--- config.mk ---
export PLATFORM = sky130hd
export DESIGN_NAME = cpu_ctrl_flat
export DESIGN_NICKNAME = d
export VERILOG_FILES = /design/src/rtl/cpu_pkg.sv /design/src/rtl/cpu_ctrl_if.sv /design/src/rtl/cpu_ctrl_instr_dec.sv /design/src/rtl/cpu_ctrl.sv /design/src/flat_wrapper.sv
export SDC_FILE = /design/constraint.sdc
export NUM_CORES = 1
export LEC_CHECK = 0
export ABC_AREA = 1
export CAP_MARGIN = 20
export CORE_MARGIN = 2
export CORE_UTILIZATION = 44
export DETAILED_ROUTE_END_ITERATION = 8
export PLACE_DENSITY = 0.94
export SLEW_MARGIN = 10
export SYNTH_ARGS = -nofsm -noshare
export SYNTH_HDL_FRONTEND = slang
export SYNTH_SLANG_ARGS = --single-unit
--- constraint.sdc ---
create_clock -name clk -period 2.3 [get_ports clk]
set_clock_uncertainty 0.1 [all_clocks]
set_input_delay 0.345 -clock clk [delete_from_list [all_inputs] [get_ports clk]]
set_output_delay 0.345 -clock clk [all_outputs]
set_load 0.005 [all_outputs]
--- src/rtl/cpu_pkg.sv ---
// rtl/cpu_pkg.sv - shared types and encodings for the cpu_ctrl controller slice
package cpu_pkg;

  typedef enum logic [2:0] {
    S_WAIT,
    S_DECODE,
    S_GET_A,
    S_GET_B,
    S_ALU,
    S_WR_REG,
    S_WR_IMM,
    S_HALT
  } state_t;

  typedef enum logic [2:0] {
    C_MOV_IMM,
    C_MOV_REG,
    C_ADD,
    C_CMP,
    C_AND,
    C_MVN,
    C_HALT,
    C_ILLEGAL
  } iclass_t;

  localparam logic [2:0] OPC_MOV  = 3'b110;
  localparam logic [2:0] OPC_ALU  = 3'b101;
  localparam logic [2:0] OPC_HALT = 3'b111;

  localparam logic [1:0] ALU_ADD = 2'b00;
  localparam logic [1:0] ALU_SUB = 2'b01;
  localparam logic [1:0] ALU_AND = 2'b10;
  localparam logic [1:0] ALU_NOT = 2'b11;

  localparam logic [1:0] MOV_IMM = 2'b10;
  localparam logic [1:0] MOV_REG = 2'b00;

endpackage

--- src/rtl/cpu_ctrl_if.sv ---
// rtl/cpu_ctrl_if.sv - instruction handshake, datapath strobes and status between controller and datapath
interface cpu_ctrl_if;

  logic [15:0] instr;
  logic        instr_valid;
  logic        instr_ready;
  logic        alu_z;
  logic        alu_n;
  logic        alu_v;
  logic [1:0]  alu_op;
  logic [1:0]  shift;
  logic [2:0]  readnum;
  logic [2:0]  writenum;
  logic        write;
  logic        vsel;
  logic [15:0] sximm8;
  logic        loada;
  logic        loadb;
  logic        loadc;
  logic        asel;
  logic        Z;
  logic        N;
  logic        V;
  logic        halted;
  logic        illegal;

  modport master (
    input  instr, instr_valid, alu_z, alu_n, alu_v,
    output instr_ready, alu_op, shift, readnum, writenum, write, vsel, sximm8,
           loada, loadb, loadc, asel, Z, N, V, halted, illegal
  );

  modport slave (
    output instr, instr_valid, alu_z, alu_n, alu_v,
    input  instr_ready, alu_op, shift, readnum, writenum, write, vsel, sximm8,
           loada, loadb, loadc, asel, Z, N, V, halted, illegal
  );

endinterface

--- src/rtl/cpu_ctrl_instr_dec.sv ---
// rtl/cpu_ctrl_instr_dec.sv - combinational IR field split, sign-extended imm8 and instruction class
module instr_dec
  import cpu_pkg::*;
(
  input  logic [15:0] ir,
  output logic [2:0]  rn,
  output logic [2:0]  rd,
  output logic [2:0]  rm,
  output logic [1:0]  op,
  output logic [1:0]  sh,
  output logic [15:0] sximm8,
  output iclass_t     iclass,
  output logic        illegal
);

  logic [2:0] opcode;

  assign opcode = ir[15:13];
  assign op     = ir[12:11];
  assign rn     = ir[10:8];
  assign rd     = ir[7:5];
  assign sh     = ir[4:3];
  assign rm     = ir[2:0];
  assign sximm8 = {{8{ir[7]}}, ir[7:0]};

  always_comb begin
    iclass = C_ILLEGAL;
    case (opcode)
      OPC_MOV: begin
        if (op == MOV_IMM)      iclass = C_MOV_IMM;
        else if (op == MOV_REG) iclass = C_MOV_REG;
      end
      OPC_ALU: begin
        case (op)
          ALU_ADD: iclass = C_ADD;
          ALU_SUB: iclass = C_CMP;
          ALU_AND: iclass = C_AND;
          default: iclass = C_MVN;
        endcase
      end
      OPC_HALT: iclass = C_HALT;
      default:  iclass = C_ILLEGAL;
    endcase
  end

  assign illegal = (iclass == C_ILLEGAL);

endmodule

--- src/rtl/cpu_ctrl.sv ---
// rtl/cpu_ctrl.sv - multi-cycle sequencer for the 16-bit datapath, owns IR and the Z/N/V status register
module cpu_ctrl
  import cpu_pkg::*;
(
  input  logic       clk,
  input  logic       reset,
  cpu_ctrl_if.master bus
);

  state_t      state;
  state_t      state_nxt;
  logic [15:0] ir;
  logic        flag_z;
  logic        flag_n;
  logic        flag_v;
  logic        accept;

  logic [2:0]  rn;
  logic [2:0]  rd;
  logic [2:0]  rm;
  logic [1:0]  op;
  logic [1:0]  sh;
  logic [15:0] sximm8;
  iclass_t     iclass;
  logic        dec_illegal;

  instr_dec u_dec (
    .ir      (ir),
    .rn      (rn),
    .rd      (rd),
    .rm      (rm),
    .op      (op),
    .sh      (sh),
    .sximm8  (sximm8),
    .iclass  (iclass),
    .illegal (dec_illegal)
  );

  assign accept = (state == S_WAIT) && bus.instr_valid;

  always_ff @(posedge clk or posedge reset) begin
    if (reset) begin
      state  <= S_WAIT;
      ir     <= '0;
      flag_z <= 1'b0;
      flag_n <= 1'b0;
      flag_v <= 1'b0;
    end else begin
      state <= state_nxt;
      if (accept) ir <= bus.instr;
      // CMP has no writeback; its only architectural effect is the flags.
      if (state == S_ALU && iclass == C_CMP) begin
        flag_z <= bus.alu_z;
        flag_n <= bus.alu_n;
        flag_v <= bus.alu_v;
      end
    end
  end

  always_comb begin
    state_nxt       = state;
    bus.instr_ready = 1'b0;
    bus.readnum     = '0;
    bus.writenum    = '0;
    bus.write       = 1'b0;
    bus.vsel        = 1'b0;
    bus.loada       = 1'b0;
    bus.loadb       = 1'b0;
    bus.loadc       = 1'b0;
    bus.asel        = 1'b0;
    bus.alu_op      = '0;
    bus.shift       = '0;
    bus.illegal     = 1'b0;
    bus.halted      = 1'b0;
    case (state)
      S_WAIT: begin
        bus.instr_ready = 1'b1;
        if (bus.instr_valid) state_nxt = S_DECODE;
      end
      S_DECODE: begin
        if (dec_illegal) begin
          bus.illegal = 1'b1;
          state_nxt   = S_WAIT;
        end else begin
          case (iclass)
            C_MOV_IMM:           state_nxt = S_WR_IMM;
            C_ADD, C_AND, C_CMP: state_nxt = S_GET_A;
            C_MVN, C_MOV_REG:    state_nxt = S_GET_B;
            C_HALT:              state_nxt = S_HALT;
            default:             state_nxt = S_WAIT;
          endcase
        end
      end
      S_GET_A: begin
        bus.readnum = rn;
        bus.loada   = 1'b1;
        state_nxt   = S_GET_B;
      end
      S_GET_B: begin
        bus.readnum = rm;
        bus.loadb   = 1'b1;
        state_nxt   = S_ALU;
      end
      S_ALU: begin
        bus.shift = sh;
        case (iclass)
          C_MVN:   bus.alu_op = ALU_NOT;
          C_MOV_REG: begin
            // MOV reg passes shifted B through the adder with A forced to zero.
            bus.alu_op = ALU_ADD;
            bus.asel   = 1'b1;
          end
          default: bus.alu_op = op;
        endcase
        if (iclass == C_CMP) begin
          state_nxt = S_WAIT;
        end else begin
          bus.loadc = 1'b1;
          state_nxt = S_WR_REG;
        end
      end
      S_WR_REG: begin
        bus.writenum = rd;
        bus.write    = 1'b1;
        state_nxt    = S_WAIT;
      end
      S_WR_IMM: begin
        bus.writenum = rn;
        bus.vsel     = 1'b1;
        bus.write    = 1'b1;
        state_nxt    = S_WAIT;
      end
      S_HALT: begin
        bus.halted = 1'b1;
      end
      default: state_nxt = S_WAIT;
    endcase
  end

  assign bus.sximm8 = sximm8;
  assign bus.Z      = flag_z;
  assign bus.N      = flag_n;
  assign bus.V      = flag_v;

endmodule

--- src/flat_wrapper.sv ---
// flat-port wrapper written by rule: the top's interface ports become plain ports
module cpu_ctrl_flat import cpu_pkg::*;
  (clk, reset, bus_instr, bus_instr_valid, bus_alu_z, bus_alu_n, bus_alu_v, bus_instr_ready, bus_alu_op, bus_shift, bus_readnum, bus_writenum, bus_write, bus_vsel, bus_sximm8, bus_loada, bus_loadb, bus_loadc, bus_asel, bus_Z, bus_N, bus_V, bus_halted, bus_illegal);
  cpu_ctrl_if bus_i ();
  input  logic clk;
  input  logic reset;
  input wire logic [$bits(bus_i.instr)-1:0] bus_instr;
  input wire logic [$bits(bus_i.instr_valid)-1:0] bus_instr_valid;
  input wire logic [$bits(bus_i.alu_z)-1:0] bus_alu_z;
  input wire logic [$bits(bus_i.alu_n)-1:0] bus_alu_n;
  input wire logic [$bits(bus_i.alu_v)-1:0] bus_alu_v;
  output wire logic [$bits(bus_i.instr_ready)-1:0] bus_instr_ready;
  output wire logic [$bits(bus_i.alu_op)-1:0] bus_alu_op;
  output wire logic [$bits(bus_i.shift)-1:0] bus_shift;
  output wire logic [$bits(bus_i.readnum)-1:0] bus_readnum;
  output wire logic [$bits(bus_i.writenum)-1:0] bus_writenum;
  output wire logic [$bits(bus_i.write)-1:0] bus_write;
  output wire logic [$bits(bus_i.vsel)-1:0] bus_vsel;
  output wire logic [$bits(bus_i.sximm8)-1:0] bus_sximm8;
  output wire logic [$bits(bus_i.loada)-1:0] bus_loada;
  output wire logic [$bits(bus_i.loadb)-1:0] bus_loadb;
  output wire logic [$bits(bus_i.loadc)-1:0] bus_loadc;
  output wire logic [$bits(bus_i.asel)-1:0] bus_asel;
  output wire logic [$bits(bus_i.Z)-1:0] bus_Z;
  output wire logic [$bits(bus_i.N)-1:0] bus_N;
  output wire logic [$bits(bus_i.V)-1:0] bus_V;
  output wire logic [$bits(bus_i.halted)-1:0] bus_halted;
  output wire logic [$bits(bus_i.illegal)-1:0] bus_illegal;
  assign bus_i.instr = bus_instr;
  assign bus_i.instr_valid = bus_instr_valid;
  assign bus_i.alu_z = bus_alu_z;
  assign bus_i.alu_n = bus_alu_n;
  assign bus_i.alu_v = bus_alu_v;
  assign bus_instr_ready = bus_i.instr_ready;
  assign bus_alu_op = bus_i.alu_op;
  assign bus_shift = bus_i.shift;
  assign bus_readnum = bus_i.readnum;
  assign bus_writenum = bus_i.writenum;
  assign bus_write = bus_i.write;
  assign bus_vsel = bus_i.vsel;
  assign bus_sximm8 = bus_i.sximm8;
  assign bus_loada = bus_i.loada;
  assign bus_loadb = bus_i.loadb;
  assign bus_loadc = bus_i.loadc;
  assign bus_asel = bus_i.asel;
  assign bus_Z = bus_i.Z;
  assign bus_N = bus_i.N;
  assign bus_V = bus_i.V;
  assign bus_halted = bus_i.halted;
  assign bus_illegal = bus_i.illegal;
  cpu_ctrl u_core (.clk(clk), .reset(reset), .bus(bus_i));
endmodule
# ---- After elaboration in Yosys (flattened, before gate mapping)
# Index checks and enable logic that the tools add are counted.
dict set report word_totals {
  elab_cells 61
  regBits 22
  out_inout_bits 38
}
dict set report classes {
  n_eq_ne 20
  mux 26
  n_reduce_logical 10
}
# operator count
set ops {}
lappend ops {{3-bit == test (second input constant)} 11}
lappend ops {{3-bit one-hot mux with 3 select lines} 2}
lappend ops {{3-bit one-hot mux with 6 select lines} 1}
lappend ops {{3-bit 2-to-1 mux} 5}
lappend ops {{3-bit by 2-bit == test with 1-bit output (second input constant)} 4}
lappend ops {{1-bit 2-to-1 mux} 12}
lappend ops {{3-bit one-hot mux with 2 select lines} 2}
lappend ops {{3-bit one-hot mux with 4 select lines} 1}
lappend ops {{3-bit by 1-bit == test with 1-bit output (second input constant)} 2}
lappend ops {{3-bit logical NOT} 2}
lappend ops {{6-bit nonzero test} 1}
lappend ops {{2-bit 2-to-1 mux} 2}
lappend ops {{2-bit one-hot mux with 2 select lines} 1}
lappend ops {{2-bit OR reduction} 2}
lappend ops {{3-bit OR reduction} 1}
lappend ops {{2-bit by 1-bit == test with 1-bit output (second input constant)} 1}
lappend ops {{2-bit == test (second input constant)} 1}
lappend ops {{1-bit logical AND} 2}
lappend ops {{2-bit logical NOT} 1}
lappend ops {{2-bit inequality test (second input constant)} 1}
lappend ops {{2-bit AND reduction} 1}

# ---- Depth between registers and ports, before layout
dict set report depth {
  depth_word 9
  mapped_depth 10
  depth_no_buf 10
}

# ---- By module
# From an unflattened synthesis, not the netlist that was laid out.
dict set report hier_totals {
  hier_cells 202
  area_unflattened_um2 1467.7
}
# module area_per_inst_um2 instances cells_each
set modules_own_cells {}
lappend modules_own_cells {cpu_ctrl 1174.9 1 155}
lappend modules_own_cells {instr_dec 292.8 1 47}

# ---- Worst setup path after synthesis
# Ideal clock, no wire load.
dict set report synth_timing {
  path_type {register to output}
  startpoint {register u_core.ir[14]}
  endpoint {output bus_loadc}
  setup_slack_ns 0.795
  path_stages_with_launch 9
  t_arrival_ns 1.060
  path_buffers 0
  path_cell_list {dfrtp_1 > nand2_1 > inv_1 > nand2_1 > nand2_1 > nor2_1 > nand3_1 > nand2_1 > inv_1}
}
dict set report synth_between {
  elab_chain_len 5
}
# item line
set synth_rtl {}
lappend synth_rtl {{from (decl)} cpu_ctrl.sv:12} ;# logic [15:0] ir;
lappend synth_rtl {{from (signal assigned)} cpu_ctrl.sv:50} ;# if (accept) ir <= bus.instr;
lappend synth_rtl {{3-bit == test} cpu_ctrl_instr_dec.sv:28} ;# case (opcode)
lappend synth_rtl {{3-bit one-hot mux with 3 select lines (*)} cpu_ctrl_instr_dec.sv:28}
lappend synth_rtl {{3-bit by 2-bit == test with 1-bit output (*)} cpu_ctrl.sv:115} ;# if (iclass == C_CMP) begin
lappend synth_rtl {{1-bit 2-to-1 mux (*)} cpu_ctrl.sv:115}
lappend synth_rtl {{1-bit 2-to-1 mux (*)} cpu_ctrl.sv:75} ;# case (state)
lappend synth_rtl {{to (decl)} flat_wrapper.sv:22} ;# output wire logic [$bits(bus_i.loadc)-1:0] bus_loadc;
# Mark *: on every way between the ends. The rest lies on a longest branch, timed or not.

# ---- Final worst setup path
dict set report layout_timing {
  startpoint {register u_core.state[0]}
  endpoint {output bus_shift[1]}
}
dict set report layout_between {
  elab_chain_len 2
}
# item line
set layout_rtl {}
lappend layout_rtl {{from (decl)} cpu_ctrl.sv:10} ;# state_t state;
lappend layout_rtl {{from (signal assigned)} cpu_ctrl.sv:49} ;# state <= state_nxt;
lappend layout_rtl {{3-bit == test} cpu_ctrl.sv:75}
lappend layout_rtl {{2-bit 2-to-1 mux} cpu_ctrl.sv:75}
lappend layout_rtl {{to (decl)} flat_wrapper.sv:14} ;# output wire logic [$bits(bus_i.shift)-1:0] bus_shift;
# No other way between the ends.

==> reports/qor.yml <==
outcome: "finished, final reports clean"
dp_hpwl_mm: 2.25
crit_path_cell_trace: "nor2_2 -> inv_2 -> nor2_4 -> inv_4 -> nor2_1 -> clkdlybuf4s50_1"
switching_share: 0.402
synthCells: 166
rr_worst_depth: 7
ys_warn_count: 0
tightestPinTransition_ns: 0.299
p_int_mw: 1.51
seq_area_frac_synth: 0.428
boundaryPins: 60
grt_util_all_layers: 0.184
holdBufCountCts: 0
max_freq_mhz: 444
netlist_top_cells_area: "dfrtp_1 43%, buf_4 9.3%, nor2_1 8.5%, nand2_1 8.2%, inv_1 7.9%"
synth_top_area_frac: 0.428
setup_violations: 0
clk_pin_slew_ns: 0.13
cp_top_family: "buffers and inverters"
timing.max_slew.rel_slack: 0.799
synth_seq_cells: 22
syn_nets: 188
rr_endpoint: "u_core.ir[2]$_DFFE_PP0P_"
drv_slew: 0
drc: 0
wl_met2_mm: 1.60
dieArea_sq_mm: 0.00337
die_y_um: 58.0
finalCriticalPeriod_ns: 2.25
fillers: 209
drt-initial-drc-count: 21
wirelength_mm: 3.11
clk_path_buf_depth: 2
final_net_count: 245
p_clk_frac: 0.087
wire_per_inst_um: 12.3
top_layer: "met4"
synth_ff_type: "dfrtp_1"
cts_made_buffers: 3
yosysMostFrequentCell: "nor2_1"
core-area_sq_mm: 0.00276
first_pass_iters: 4
critPathCaptureType: "output pin"
antenna_found_initial: 0
finalCoreUtilization: 0.709
clockRootBuffer: "clkbuf_4"
synth-edff-count: 0
drive_gt1_frac: 0.230
fin_ws_ns: 0.0498
cp_max_fo: 6
synth_largest_area_cell: "dfrtp_1"
power_density_mw_per_mm2: 1290
slowest_delay_ns: 0.50
avgSynthCellArea_sq_um: 7.74
pwr-share-seq: 0.281
io_buffers: 59
grt_max_degree: 23
critPathLaunchType: "register"
ant_nets: 0
finalCritPeriodShare: 0.978
slowest_stage: "clkdlybuf4s50_1"
syn-cell-area_sq_mm: 0.00128
post-place-ws_ns: 0.223
areaGrowthSynthToFinish_pct: 52.1
grt_pass1_wl_mm: 4.84
clk_latency_ns: 0.31
rows: 19
grt_pass1_vias: 1122
overflow: 0
tritoncts: "built"
drv_cap: 0
instances_no_fill: 253
fp.dieW_um: 58.0
synth-async-reset-ratio: 1.00
start_util: 0.466
timing.hold.ws_ns: 0.250
crit_buf_inv: 3
wl_met1_mm: 1.32
yosys-top-cells-count: "29 x nor2_1, 28 x nand2_1, 27 x inv_1"
yosysUniqueCellTypes: 20
vias: 1208
num_antenna_cells: 0
worst_ep_arrival_time_ns: 1.81
dp.cells: 240
drt-vias-per-instance: 4.77
p_switching_mw: 1.02
path_class: "reg -> out"
combPwrFrac: 0.632
hold_path.class: "in -> async"
reg2reg_from: "u_core.state[0]$_DFFE_PP0P_"
dr_wl_met3_um: 164
gp_congestion: 0.743
clock-sinks: 22
power.leakage_nw: 1.03
rrSetupSlack_ns: 0.64
hold_viol: 0
cp.required_ns: 1.86
h-tree-depth: 1
ir_worst_vdd_mv: 0.843
-- registers in the layout (all words and copies together) (netlist names) --
signal / count
u_core.ir: 16
u_core.state: 3
u_core.bus.N: 1
u_core.bus.Z: 1
u_core.bus.V: 1
-- power by group through the flow --
| stage | sequential [mW] | combinational, mW | clock, mW |
|---|---|---|---|
| after global placement | 0.700 | 1.36 | 0 |
| after floorplan | 0.689 | 0.898 | 0 |
| after CTS | 0.712 | 1.48 | 0.221 |
| after global routing | 0.731 | 1.75 | 0.235 |
| final | 0.710 | 1.60 | 0.221 |
| after detailed placement | 0.714 | 1.39 | 0 |
-- worst reg2reg max path, cell delays in order, from the launching register on --
cell and delay [ns]:
dfrtp_2 0.47, nor2_2 0.15, inv_2 0.08, nor2_4 0.11, nand2_2 0.20, buf_4 0.28
nor2_1 0.15, a21oi_2 0.04
-- per-layer routing --
metal | vias up | global-route usage
met5 | - | 0
met4 | 0 | 0.0399
met3 | 3 | 0.0357
met2 | 32 | 0.334
met1 | 563 | 0.225
li1 | 610 | -
-- placed cells by master, fill, tap and decap left out --
| cell type | count |
|---|---|
| dfrtp_2 | 2 |
| a21oi_2 | 9 |
| buf_4 | 12 |
| nor2_4 | 2 |
| clkdlybuf4s50_1 | 50 |
| nand2_2 | 5 |
| nand3_2 | 2 |
| o21ai_1 | 1 |
| a21oi_1 | 5 |
| dfrtp_1 | 20 |
| inv_4 | 1 |
| dlygate4sd2_1 | 1 |
| nor3_1 | 1 |
| clkbuf_4 | 3 |
| nor3_2 | 1 |
| o21ai_0 | 1 |
| nor2_2 | 7 |
| nand3_1 | 6 |
| nand4_1 | 1 |
| clkbuf_2 | 1 |
| clkbuf_8 | 1 |
| nand3b_1 | 1 |
| dlymetal6s2s_1 | 7 |
| inv_2 | 3 |
| mux2_2 | 2 |
| inv_1 | 24 |
| o22ai_1 | 6 |
| nand2_1 | 24 |
| nor2_1 | 23 |
-- area by class of cell --
class                   instances  area [sq um]  area share
repair buffers                 71           692       0.354
flip-flops and latches         22           553       0.283
multi-input cells              97           527       0.270
inverters                      28           108      0.0551
well taps                      31          38.8      0.0198
clock buffers                   4          36.3      0.0186
-- what timing repair did --
| action | in CTS | in global routing |
|---|---|---|
| endpoints found under the hold margin | 0 | 0 |
| setup buffers | 3 | 6 |
| pin swaps | 2 | 3 |
| endpoints found under the setup margin | 13 | 13 |
| gates resized for setup | 15 | 17 |
-- kinds of logic (layout without fill, tap and decap cells) --
kind of cell | count (synthesis) | after routing | synth area share
flip-flops | 22 | 22 | 0.428
AO/OA/AOI/OAI | 22 | 22 | 0.118
multiplexers | 2 | 2 | 0.0175
buffers and inverters | 47 | 103 | 0.197
AND/OR/NAND/NOR | 73 | 73 | 0.240
-- worst max-delay path by stage --
stage | start | endpoint | cells past startpoint
final | u_core.state[0]$_DFFE_PP0P_ | bus_shift[1] | 6
after global routing | u_core.state[0]$_DFFE_PP0P_ | bus_shift[1] | 6
after CTS | u_core.state[2]$_DFFE_PP0P_ | bus_readnum[2] | 6
after detailed placement | u_core.state[0]$_DFFE_PP0P_ | bus_alu_op[0] | 6
after global placement | u_core.state[2]$_DFFE_PP0P_ | bus_writenum[1] | 5
after floorplan | u_core.ir[14]$_DFFE_PP0P_ | bus_loadc | 8
-- metrics by stage --
step	power (mW)	setup TNS [ns]	area [sq um]
2_1_floorplan	1.59	0	1280
3_3_place_gp	2.06	0	1790
3_5_place_dp	2.10	0	1790
4_1_cts	2.41	0	1880
5_1_grt	2.72	-0.0321	1950
6_report	2.53	0	1950
(Power assumes the default switching activity.)
